[src/rtl/descriptor_fetcher.sv]
// Avalon-MM master walking a linked chain of 4-word DMA descriptors.
// Optional zero-length rejection: define DESC_FETCHER_LEN_CHECK_EN.
module descriptor_fetcher #(
  parameter int ADDR_W = 9,
  parameter int LEN_W  = 16
) (
  input  logic              clk,
  input  logic              reset_n,
  input  logic              start,
  input  logic [ADDR_W-1:0] start_ptr,
  input  logic              stop,
  output logic              busy,
  output logic              chain_end,
  output logic [ADDR_W-1:0] mem_address,
  output logic              mem_chipselect,
  output logic              mem_write,
  output logic [3:0]        mem_byteenable,
  output logic [31:0]       mem_writedata,
  output logic              mem_clken,
  input  logic [31:0]       mem_readdata,
  output logic              desc_valid,
  input  logic              desc_ready,
  output logic [31:0]       desc_buf_addr,
  output logic [LEN_W-1:0]  desc_len,
  output logic              desc_eop,
  input  logic              done_valid,
  input  logic [LEN_W-1:0]  done_len
);

  localparam logic [2:0] S_IDLE      = 3'd0;
  localparam logic [2:0] S_FETCH     = 3'd1;
  localparam logic [2:0] S_CHECK     = 3'd2;
  localparam logic [2:0] S_PRESENT   = 3'd3;
  localparam logic [2:0] S_WAIT_DONE = 3'd4;
  localparam logic [2:0] S_WRITEBACK = 3'd5;
  localparam logic [2:0] S_NEXT      = 3'd6;

  localparam logic [ADDR_W-1:0] ALIGN_MASK = ~ADDR_W'(3);

  logic [2:0]        state_reg;
  logic [ADDR_W-1:0] ptr_reg;
  logic [2:0]        cnt_reg;
  logic [31:0]       buf_addr_reg;
  logic [LEN_W-1:0]  len_reg;
  logic [ADDR_W-1:0] next_ptr_reg;
  logic              owned_reg;
  logic              eop_reg;
  logic              eol_reg;
  logic [LEN_W-1:0]  done_len_reg;
  logic              chain_end_reg;
  logic              err_bit;

`ifdef DESC_FETCHER_LEN_CHECK_EN
  logic              err_reg;
  assign err_bit = err_reg;
`else
  assign err_bit = 1'b0;
`endif

  always_ff @(posedge clk) begin
    if (!reset_n) begin
      state_reg     <= S_IDLE;
      ptr_reg       <= '0;
      cnt_reg       <= '0;
      buf_addr_reg  <= '0;
      len_reg       <= '0;
      next_ptr_reg  <= '0;
      owned_reg     <= 1'b0;
      eop_reg       <= 1'b0;
      eol_reg       <= 1'b0;
      done_len_reg  <= '0;
      chain_end_reg <= 1'b0;
`ifdef DESC_FETCHER_LEN_CHECK_EN
      err_reg       <= 1'b0;
`endif
    end else begin
      chain_end_reg <= 1'b0;
      case (state_reg)
        S_IDLE: begin
          if (start) begin
            ptr_reg   <= start_ptr & ALIGN_MASK;
            cnt_reg   <= '0;
            state_reg <= S_FETCH;
          end
        end
        S_FETCH: begin
          // Read data trails its address by one cycle, so capture slot N
          // belongs to the address issued when cnt_reg was N-1.
          cnt_reg <= cnt_reg + 3'd1;
          case (cnt_reg)
            3'd1: buf_addr_reg <= mem_readdata;
            3'd2: len_reg      <= mem_readdata[LEN_W-1:0];
            3'd3: next_ptr_reg <= mem_readdata[ADDR_W-1:0] & ALIGN_MASK;
            3'd4: begin
              owned_reg <= mem_readdata[31];
              eop_reg   <= mem_readdata[30];
              eol_reg   <= mem_readdata[29];
              state_reg <= S_CHECK;
            end
            default: ;
          endcase
        end
        S_CHECK: begin
          if (!owned_reg) begin
            chain_end_reg <= 1'b1;
            state_reg     <= S_IDLE;
          end
`ifdef DESC_FETCHER_LEN_CHECK_EN
          else if (len_reg == '0) begin
            err_reg      <= 1'b1;
            done_len_reg <= '0;
            state_reg    <= S_WRITEBACK;
          end else begin
            err_reg   <= 1'b0;
            state_reg <= S_PRESENT;
          end
`else
          else begin
            state_reg <= S_PRESENT;
          end
`endif
        end
        S_PRESENT: begin
          if (desc_ready) state_reg <= S_WAIT_DONE;
        end
        S_WAIT_DONE: begin
          if (done_valid) begin
            done_len_reg <= done_len;
            state_reg    <= S_WRITEBACK;
          end
        end
        S_WRITEBACK: state_reg <= S_NEXT;
        S_NEXT: begin
          if (eol_reg || stop) begin
            chain_end_reg <= 1'b1;
            state_reg     <= S_IDLE;
          end else begin
            ptr_reg   <= next_ptr_reg;
            cnt_reg   <= '0;
            state_reg <= S_FETCH;
          end
        end
        default: state_reg <= S_IDLE;
      endcase
    end
  end

  always_comb begin
    mem_chipselect = 1'b0;
    mem_write      = 1'b0;
    mem_address    = '0;
    mem_writedata  = '0;
    if (state_reg == S_FETCH && cnt_reg != 3'd4) begin
      mem_chipselect = 1'b1;
      mem_address    = ptr_reg + ADDR_W'(cnt_reg);
    end else if (state_reg == S_WRITEBACK) begin
      mem_chipselect = 1'b1;
      mem_write      = 1'b1;
      mem_address    = ptr_reg + ADDR_W'(3);
      mem_writedata  = {1'b0, eop_reg, eol_reg, 1'b1, err_bit,
                        {(27-LEN_W){1'b0}}, done_len_reg};
    end
  end

  assign mem_byteenable = 4'hF;
  assign mem_clken      = 1'b1;
  assign busy           = (state_reg != S_IDLE);
  assign chain_end      = chain_end_reg;
  assign desc_valid     = (state_reg == S_PRESENT);
  assign desc_buf_addr  = buf_addr_reg;
  assign desc_len       = len_reg;
  assign desc_eop       = eop_reg;

endmodule
[config.mk]
export PLATFORM = sky130hd
export DESIGN_NAME = descriptor_fetcher
export DESIGN_NICKNAME = d
export VERILOG_FILES = /design/src/rtl/descriptor_fetcher.sv
export SDC_FILE = /design/constraint.sdc
export NUM_CORES = 1
export LEC_CHECK = 0
export ABC_CLOCK_PERIOD_IN_PS = 2100
export BUFFER_PORTS_ARGS = -buffer_cell sky130_fd_sc_hd__buf_2
export CAP_MARGIN = 20
export CORE_AREA = 5 5 98 100
export DETAILED_ROUTE_END_ITERATION = 10
export DIE_AREA = 0 0 103 105
export GPL_TIMING_DRIVEN = 0
export PLACE_DENSITY = 0.8
export SETUP_SLACK_MARGIN = 0.2
export SYNTH_ARGS = -nofsm -noshare
export SYNTH_HDL_FRONTEND = slang
export SYNTH_SLANG_ARGS = --single-unit
[constraint.sdc]
create_clock -name clk -period 2.1 [get_ports clk]
set_clock_uncertainty 0.2 [all_clocks]
set_input_delay 0.21 -clock clk [delete_from_list [all_inputs] [get_ports clk]]
set_output_delay 0.21 -clock clk [all_outputs]
set_load 0.01 [all_outputs]
==> results of run 1 <==
-- layout make-up --
class                   instances  area [sq um]  area share, %
clock buffers                   9           124           1.74
plain buffers                  57           504           7.08
inverters                       5          23.8          0.334
flip-flops and latches         88          1770           24.8
clock inverters                 7          72.6           1.02
well taps                     108           135           1.90
multi-input cells             353          2560           35.9
repair buffers                242          1940           27.2
-- path summary, 6_finish.rpt --
| path | from | to | slack, ns | depth (start not counted) |
|---|---|---|---|---|
| min | stop | chain_end | 0.07 | 3 |
| min reg2reg | desc_len[15] | desc_len[15] | 0.26 | 2 |
| max | state_reg[0] | mem_address[4] | -0.33 | 8 |
| max reg2reg | state_reg[0] | done_len_reg[15] | -0.14 | 13 |
-- cell families after synthesis --
| kind of cell | count (synthesis) |
|---|---|
| fa+ha+maj | 7 |
| buf+inv | 62 |
| other cells | 2 |
| compound gates | 106 |
| simple gates | 206 |
| xor+xnor | 1 |
| mux | 15 |
| flops | 88 |
-- routing by layer --
| layer | GRT usage (%) | part of all wire [%] | vias up | wire (um) |
|---|---|---|---|---|
| met3 | 5.46 | 6.0 | 63 | 1020 |
| met1 | 27.9 | 37 | 2280 | 6270 |
| met4 | 8.33 | 4.4 | 0 | 733 |
| met2 | 42.1 | 52 | 205 | 8780 |
| li1 | - | - | 2176 | - |
| met5 | 0 | 0 | - | 0 |
-- critical path: stages (launching register included) --
cell and delay, ns:
dfxtp_2 0.34, buf_6 0.09, or3b_4 0.37, buf_6 0.13, a21oi_4 0.19, buf_6 0.16, a21oi_2 0.05, a31oi_1 0.17
buf_2 0.16
-- power by group through the flow --
| stage | registers [mW] | logic (mW) | clock network, mW |
|---|---|---|---|
| floorplan | 1.77 | 0.266 | 0 |
| global placement | 1.77 | 0.420 | 0 |
| detailed placement | 1.77 | 0.430 | 0 |
| CTS | 1.74 | 0.644 | 1.18 |
| global route | 1.75 | 0.916 | 1.28 |
| finish | 1.75 | 0.868 | 1.19 |
-- placed cells by master (no fill, tap or decap), types with 6 or more instances in the layout --
cell	instances
a21boi_1	15
a21oi_1	6
a21oi_2	6
and3_4	20
buf_2	123
buf_4	31
buf_6	56
buf_8	7
clkbuf_1	10
clkbuf_16	6
clkbuf_8	14
conb_1	18
dfxtp_1	84
dlygate4sd3_1	57
ha_1	7
mux2i_1	15
nand2_1	83
nand3_1	10
nand3_2	39
nor2b_1	13
o21ai_1	35
o21ai_2	16
-- per-stage QoR --
stage | worst slack, ns | utilization, % | power [mW] | std cells | instance area (sq um)
after floorplan | 0.205 | - | 2.04 | 503 | 4070
after global placement | -0.0352 | 57.1 | 2.19 | 752 | 4910
after detailed placement | -0.0380 | 57.1 | 2.20 | 752 | 4910
after CTS | -0.288 | 71.2 | 3.56 | 848 | 6120
after global routing | -0.427 | 82.9 | 3.94 | 869 | 7120
final | -0.335 | 82.9 | 3.81 | 869 | 7120
-- repair_timing --
action                                  CTS  global route
setup buffers                            19            11
hold buffers                             56             1
pin swaps                                18            48
endpoints found under the setup margin   89           118
gates resized for setup                 100           222
endpoints found under the hold margin    82             1
cloned                                    5             9
==> flow_metrics.env, run 1 <==
export IMPL_routed_via_density=5.44
export IMPL_gpl_final_weighted_congestion=0.824
export IMPL_ctsRootBufferMaster="clkbuf_8"
export IMPL_largest_family_of_logic_cells_by_synthesized_area="simple AND/OR/NAND/NOR gates"
export IMPL_hold_slack_ns=0.0686
export IMPL_synthSimpleGateAreaFrac_pct=25.2
export IMPL_period_minus_slack_ns=2.43
export IMPL_synth_flop_cell="dfxtp_1"
export IMPL_synth_area_mux_share_pct=3.77
export IMPL_setup_violations_final=74
export IMPL_n_antenna_cell=0
export IMPL_grt_residual_overflow=0
export IMPL_firstDrtPassIters=4
export IMPL_startpoint_type="register"
export IMPL_required_ns=1.69
export IMPL_netSwitchingFraction_pct=30.9
export IMPL_yosysUniqueCellTypes=39
export IMPL_largest_net_degree_at_the_start_of_global_routing=19
export IMPL_synth_cells_most_frequent="nand2_1 (92), dfxtp_1 (88), o21ai_0 (58)"
export IMPL_postSynthAreaPerCell_sq_um=8.19
export IMPL_worst_setup_path_type="reg2out"
export IMPL_p_int_mw=2.63
export IMPL_clock_latency_ns=0.37
export IMPL_drcViolationCount=0
export IMPL_run_status="complete, but fails checks"
export IMPL_clk_pin_slew_worst_paths_ns=0.10
export IMPL_violations_in_the_final_reports="negative setup slack"
export IMPL_worst_slew_pin_transition_ns=0.927
export IMPL_worst_hold_path_type="in2reg"
export IMPL_seq_area_frac_synth_pct=44.2
export IMPL_synth_cell_area_sq_um=3990
export IMPL_critPathCaptureType="output pin"
export IMPL_dr_first_iter_drc_count=223
export IMPL_comb_power_share_pct=22.8
export IMPL_unrepaired_setup_endpoints_after_global_routing="true"
export IMPL_grt_pass1_vias=4465
export IMPL_yosys_cell_count_top_type="nand2_1"
export IMPL_ant_nets=0
export IMPL_num_fill_cells=470
export IMPL_hold_viol=0
export IMPL_netSwitchingPower_mw=1.18
export IMPL_io_buffer_count=141
export IMPL_synth_top_cell_by_area="dfxtp_1"
export IMPL_compound_gate_portion_of_the_synthesized_area_pct=15.6
export IMPL_hpwl_mm=8.30
export IMPL_clock_fmax_ghz=0.411
export IMPL_ctsHtreeMaxLevel=3
export IMPL_asyncSetResetFlopFracSynth_pct=0
export IMPL_synth_xor_area_share_pct=0.220
export IMPL_max_cap_violations=0
export IMPL_yosys_register_bits=88
export IMPL_cts_buffers=9
export IMPL_ir_worst_vdd_uv=389
export IMPL_chipHeight_um=105
export IMPL_synthesis_instances=487
export IMPL_timing_max_transition_violations_final=0
export IMPL_power_per_cell_area_nw_per_um2=535
export IMPL_share_clk_of_total_power_pct=31.3
export IMPL_period_share_pct=116
export IMPL_routed_wl_mm=16.8
export IMPL_via_count=4724
export IMPL_synth_warnings=0
export IMPL_fp_dieW_um=103
export IMPL_globalRouteTotalUtil_pct=23.9
export IMPL_power_leakage_nw=3.11
export IMPL_max_ffs_per_register=32
export IMPL_grt_antenna_before_repair=0
export IMPL_synthAdderAreaFrac_pct=2.20
export IMPL_setup_slack_ns=-0.335
export IMPL_path_max_fanout=6
export IMPL_flow_area_growth_from_synthesis_pct=78.6
export IMPL_drive_gt1_share_pct=47.8
export IMPL_final_net_count=826
export IMPL_die_area_sq_um=10800
export IMPL_clockBufferDepth=2
export IMPL_clock_sinks=88
export IMPL_fp_row_count=34
export IMPL_post_synth_top_area_fraction_pct=44.2
export IMPL_initial_utilization_pct=46.4
export IMPL_wire_per_inst_um=19.3
export IMPL_synth_edff_count=0
export IMPL_cts_tree="done"
export IMPL_core_area_sq_um=8590
export IMPL_power_share_sequential_pct=45.9
export IMPL_finalSetupTns_ns=-7.58
export IMPL_normalized_max_slew_margin_pct=38.2
export IMPL_post_synth_main_area_contributors="dfxtp_1 (44%), nand2_1 (8.7%), o21ai_0 (7.3%)"
export IMPL_top_level_ports=163
export IMPL_grt_first_pass_wirelength_mm=20.8
export IMPL_cp_arrival_ns=2.02
No activity file was read; power rests on OpenSTA's default activity.
==> inputs of run 2 (changes only) <==
SETUP_SLACK_MARGIN = 0.4   (was 0.2)
==> run 2 against run 1 <==
Effect of this change: the flow still finishes with violations (negative setup slack); worst hold slack about the same; cell count is 0.81% higher; cell area grew 4.7%; maximum frequency is 0.13% higher; critical path type unchanged.
==> flow_metrics.env, run 2 (synthesis results as in run 1) <==
export IMPL_final_standard_cell_count_with_taps_included_and_fillers_excluded=876
export IMPL_critPathMaxStageDelay_ns=0.47
export IMPL_cts_tree="done"
export IMPL_clockBufferDepth=2
export IMPL_routed_via_density=5.99
export IMPL_p_int_mw=2.83
export IMPL_via_count=5244
export IMPL_cp_buffers_inverters=3
export IMPL_fin_total_pwr_mw=3.99
export IMPL_grt_pass1_vias=4799
export IMPL_placed_cells_incl_taps=752
export IMPL_num_fill_cells=364
export IMPL_period_minus_slack_ns=2.43
export IMPL_clock_sinks=88
export IMPL_final_net_count=832
export IMPL_multi_input_comb_area_sq_um=2740
export IMPL_dr_first_iter_drc_count=505
export IMPL_violations_in_the_final_reports="negative setup slack"
export IMPL_power_per_cell_area_nw_per_um2=535
export IMPL_slowest_stage="dfxtp_1"
export IMPL_finish_instance_area_sq_um=7450
export IMPL_timing_max_transition_violations_final=0
export IMPL_clock_latency_ns=0.36
export IMPL_grt_antenna_before_repair=1
export IMPL_setup_slack_ns=-0.332
export IMPL_startpoint_type="register"
export IMPL_firstDrtPassIters=7
export IMPL_max_cap_violations=0
export IMPL_finalSetupTns_ns=-5.70
export IMPL_clock_fmax_ghz=0.411
export IMPL_clk_pin_slew_worst_paths_ns=0.09
export IMPL_fp_dieW_um=103
export IMPL_die_area_sq_um=10800
export IMPL_grt_residual_overflow=0
export IMPL_flow_area_growth_from_synthesis_pct=86.9
export IMPL_drive_gt1_share_pct=53.7
export IMPL_gpl_final_weighted_congestion=0.806
export IMPL_chipHeight_um=105
export IMPL_worst_slew_pin_transition_ns=0.811
export IMPL_run_status="complete, but fails checks"
export IMPL_power_leakage_nw=3.23
export IMPL_setup_violations_final=37
export IMPL_normalized_max_slew_margin_pct=45.9
export IMPL_ctsHtreeMaxLevel=3
export IMPL_mostFrequentLayoutCells="buf_2 (123), dfxtp_1 (84), nand2_1 (69)"
export IMPL_top_level_ports=163
export IMPL_hold_viol=0
export IMPL_fp_row_count=34
export IMPL_place_area_sq_um=4980
export IMPL_cp_arrival_ns=2.02
export IMPL_share_clk_of_total_power_pct=33.8
export IMPL_ant_nets=0
export IMPL_hold_slack_ns=0.0689
export IMPL_ir_worst_vdd_uv=853
export IMPL_critPathCaptureType="output pin"
export IMPL_hpwl_mm=8.42
export IMPL_unrepaired_setup_endpoints_after_global_routing="true"
export IMPL_worst_setup_path_type="reg2out"
export IMPL_netSwitchingPower_mw=1.16
export IMPL_power_share_sequential_pct=43.8
export IMPL_worst_hold_path_type="in2reg"
export IMPL_cts_buffers=9
export IMPL_netSwitchingFraction_pct=29.1
export IMPL_period_share_pct=116
export IMPL_cp_top_family="flip-flops"
export IMPL_routed_wl_mm=20.4
export IMPL_wire_per_inst_um=23.3
export IMPL_largest_net_degree_at_the_start_of_global_routing=16
export IMPL_path_max_fanout=6
export IMPL_drcViolationCount=0
export IMPL_globalRouteTotalUtil_pct=25.5
export IMPL_seq_area_sq_um=1770
export IMPL_ctsRootBufferMaster="clkbuf_8"
export IMPL_comb_power_share_pct=22.4
export IMPL_crit_chain="inv_1, ha_1, a21oi_4, buf_6, a21oi_2, a31oi_2, buf_2"
export IMPL_io_buffer_count=141
export IMPL_core_area_sq_um=8590
export IMPL_required_ns=1.69
export IMPL_initial_utilization_pct=46.4
export IMPL_grt_first_pass_wirelength_mm=22.4
export IMPL_max_ffs_per_register=32
export IMPL_mostFrequentLayoutCell="buf_2"
## run 2: cell types whose count changed in the layout (fill, tap and decap cells not counted), sizes merged
cell	change
dlygate4sd3	-1
bufinv	+2
clkinv	-1
inv	-2
buf	+8
diode	+1
## run 2: worst min-delay path, stage by stage
cell	delay [ns]
buf_2	0.12
nor3b_4	0.06
nor3_2	0.18
## run 2: layer usage
metal / share of wire, % / wire, um / up-vias / global-route usage (%)
met2: 50 / 10200 / 464 / 43.9
met1: 33 / 6770 / 2442 / 28.3
met4: 7.6 / 1540 / 0 / 11.8
met5: 0 / 0 / - / 0
li1: - / - / 2184 / -
met3: 9.4 / 1910 / 154 / 7.46
## run 2: cell type report
class / instances / share of cell area [%]
Inverter: 5 / 0.353
Clock buffer: 10 / 1.71
Tap cell: 108 / 1.81
Buffer: 57 / 7.13
Antenna cell: 1 / 0.0336
Sequential cell: 88 / 23.7
Clock inverter: 6 / 1.21
Timing Repair Buffer: 248 / 27.3
Multi-Input combinational cell: 353 / 36.7
## run 2: power groups by stage
| stage | clock [mW] | sequential [mW] | combinational, mW |
|---|---|---|---|
| floorplan | 0 | 1.78 | 0.276 |
| global placement | 0 | 1.77 | 0.431 |
| detailed placement | 0 | 1.78 | 0.440 |
| CTS | 1.30 | 1.74 | 0.664 |
| global route | 1.42 | 1.75 | 0.932 |
| finish | 1.35 | 1.75 | 0.893 |
## run 2: per-stage QoR
step / util [%] / worst slack, ns
final: 86.7 / -0.332
after global routing: 86.7 / -0.423
after CTS: 74.3 / -0.259
after detailed placement: 57.9 / -0.0457
after global placement: 57.9 / 0.0493
after floorplan: - / 0.247
## run 2: final timing paths
path,start,to,slack (ns),depth (start not counted)
max reg2reg,state_reg[0],cnt_reg[0],-0.22,12
min reg2reg,done_len_reg[0],done_len_reg[0],0.26,2
max,cnt_reg[0],mem_address[4],-0.33,7
min,stop,chain_end,0.07,3
## run 2: what timing repair did
action                                  CTS  global route
setup buffers                            25            12
endpoints found under the hold margin    82             0
hold buffers                             56             0
cloned                                    6             8
pin swaps                                24            64
resized for setup                       115           233
endpoints found under the setup margin  112           118
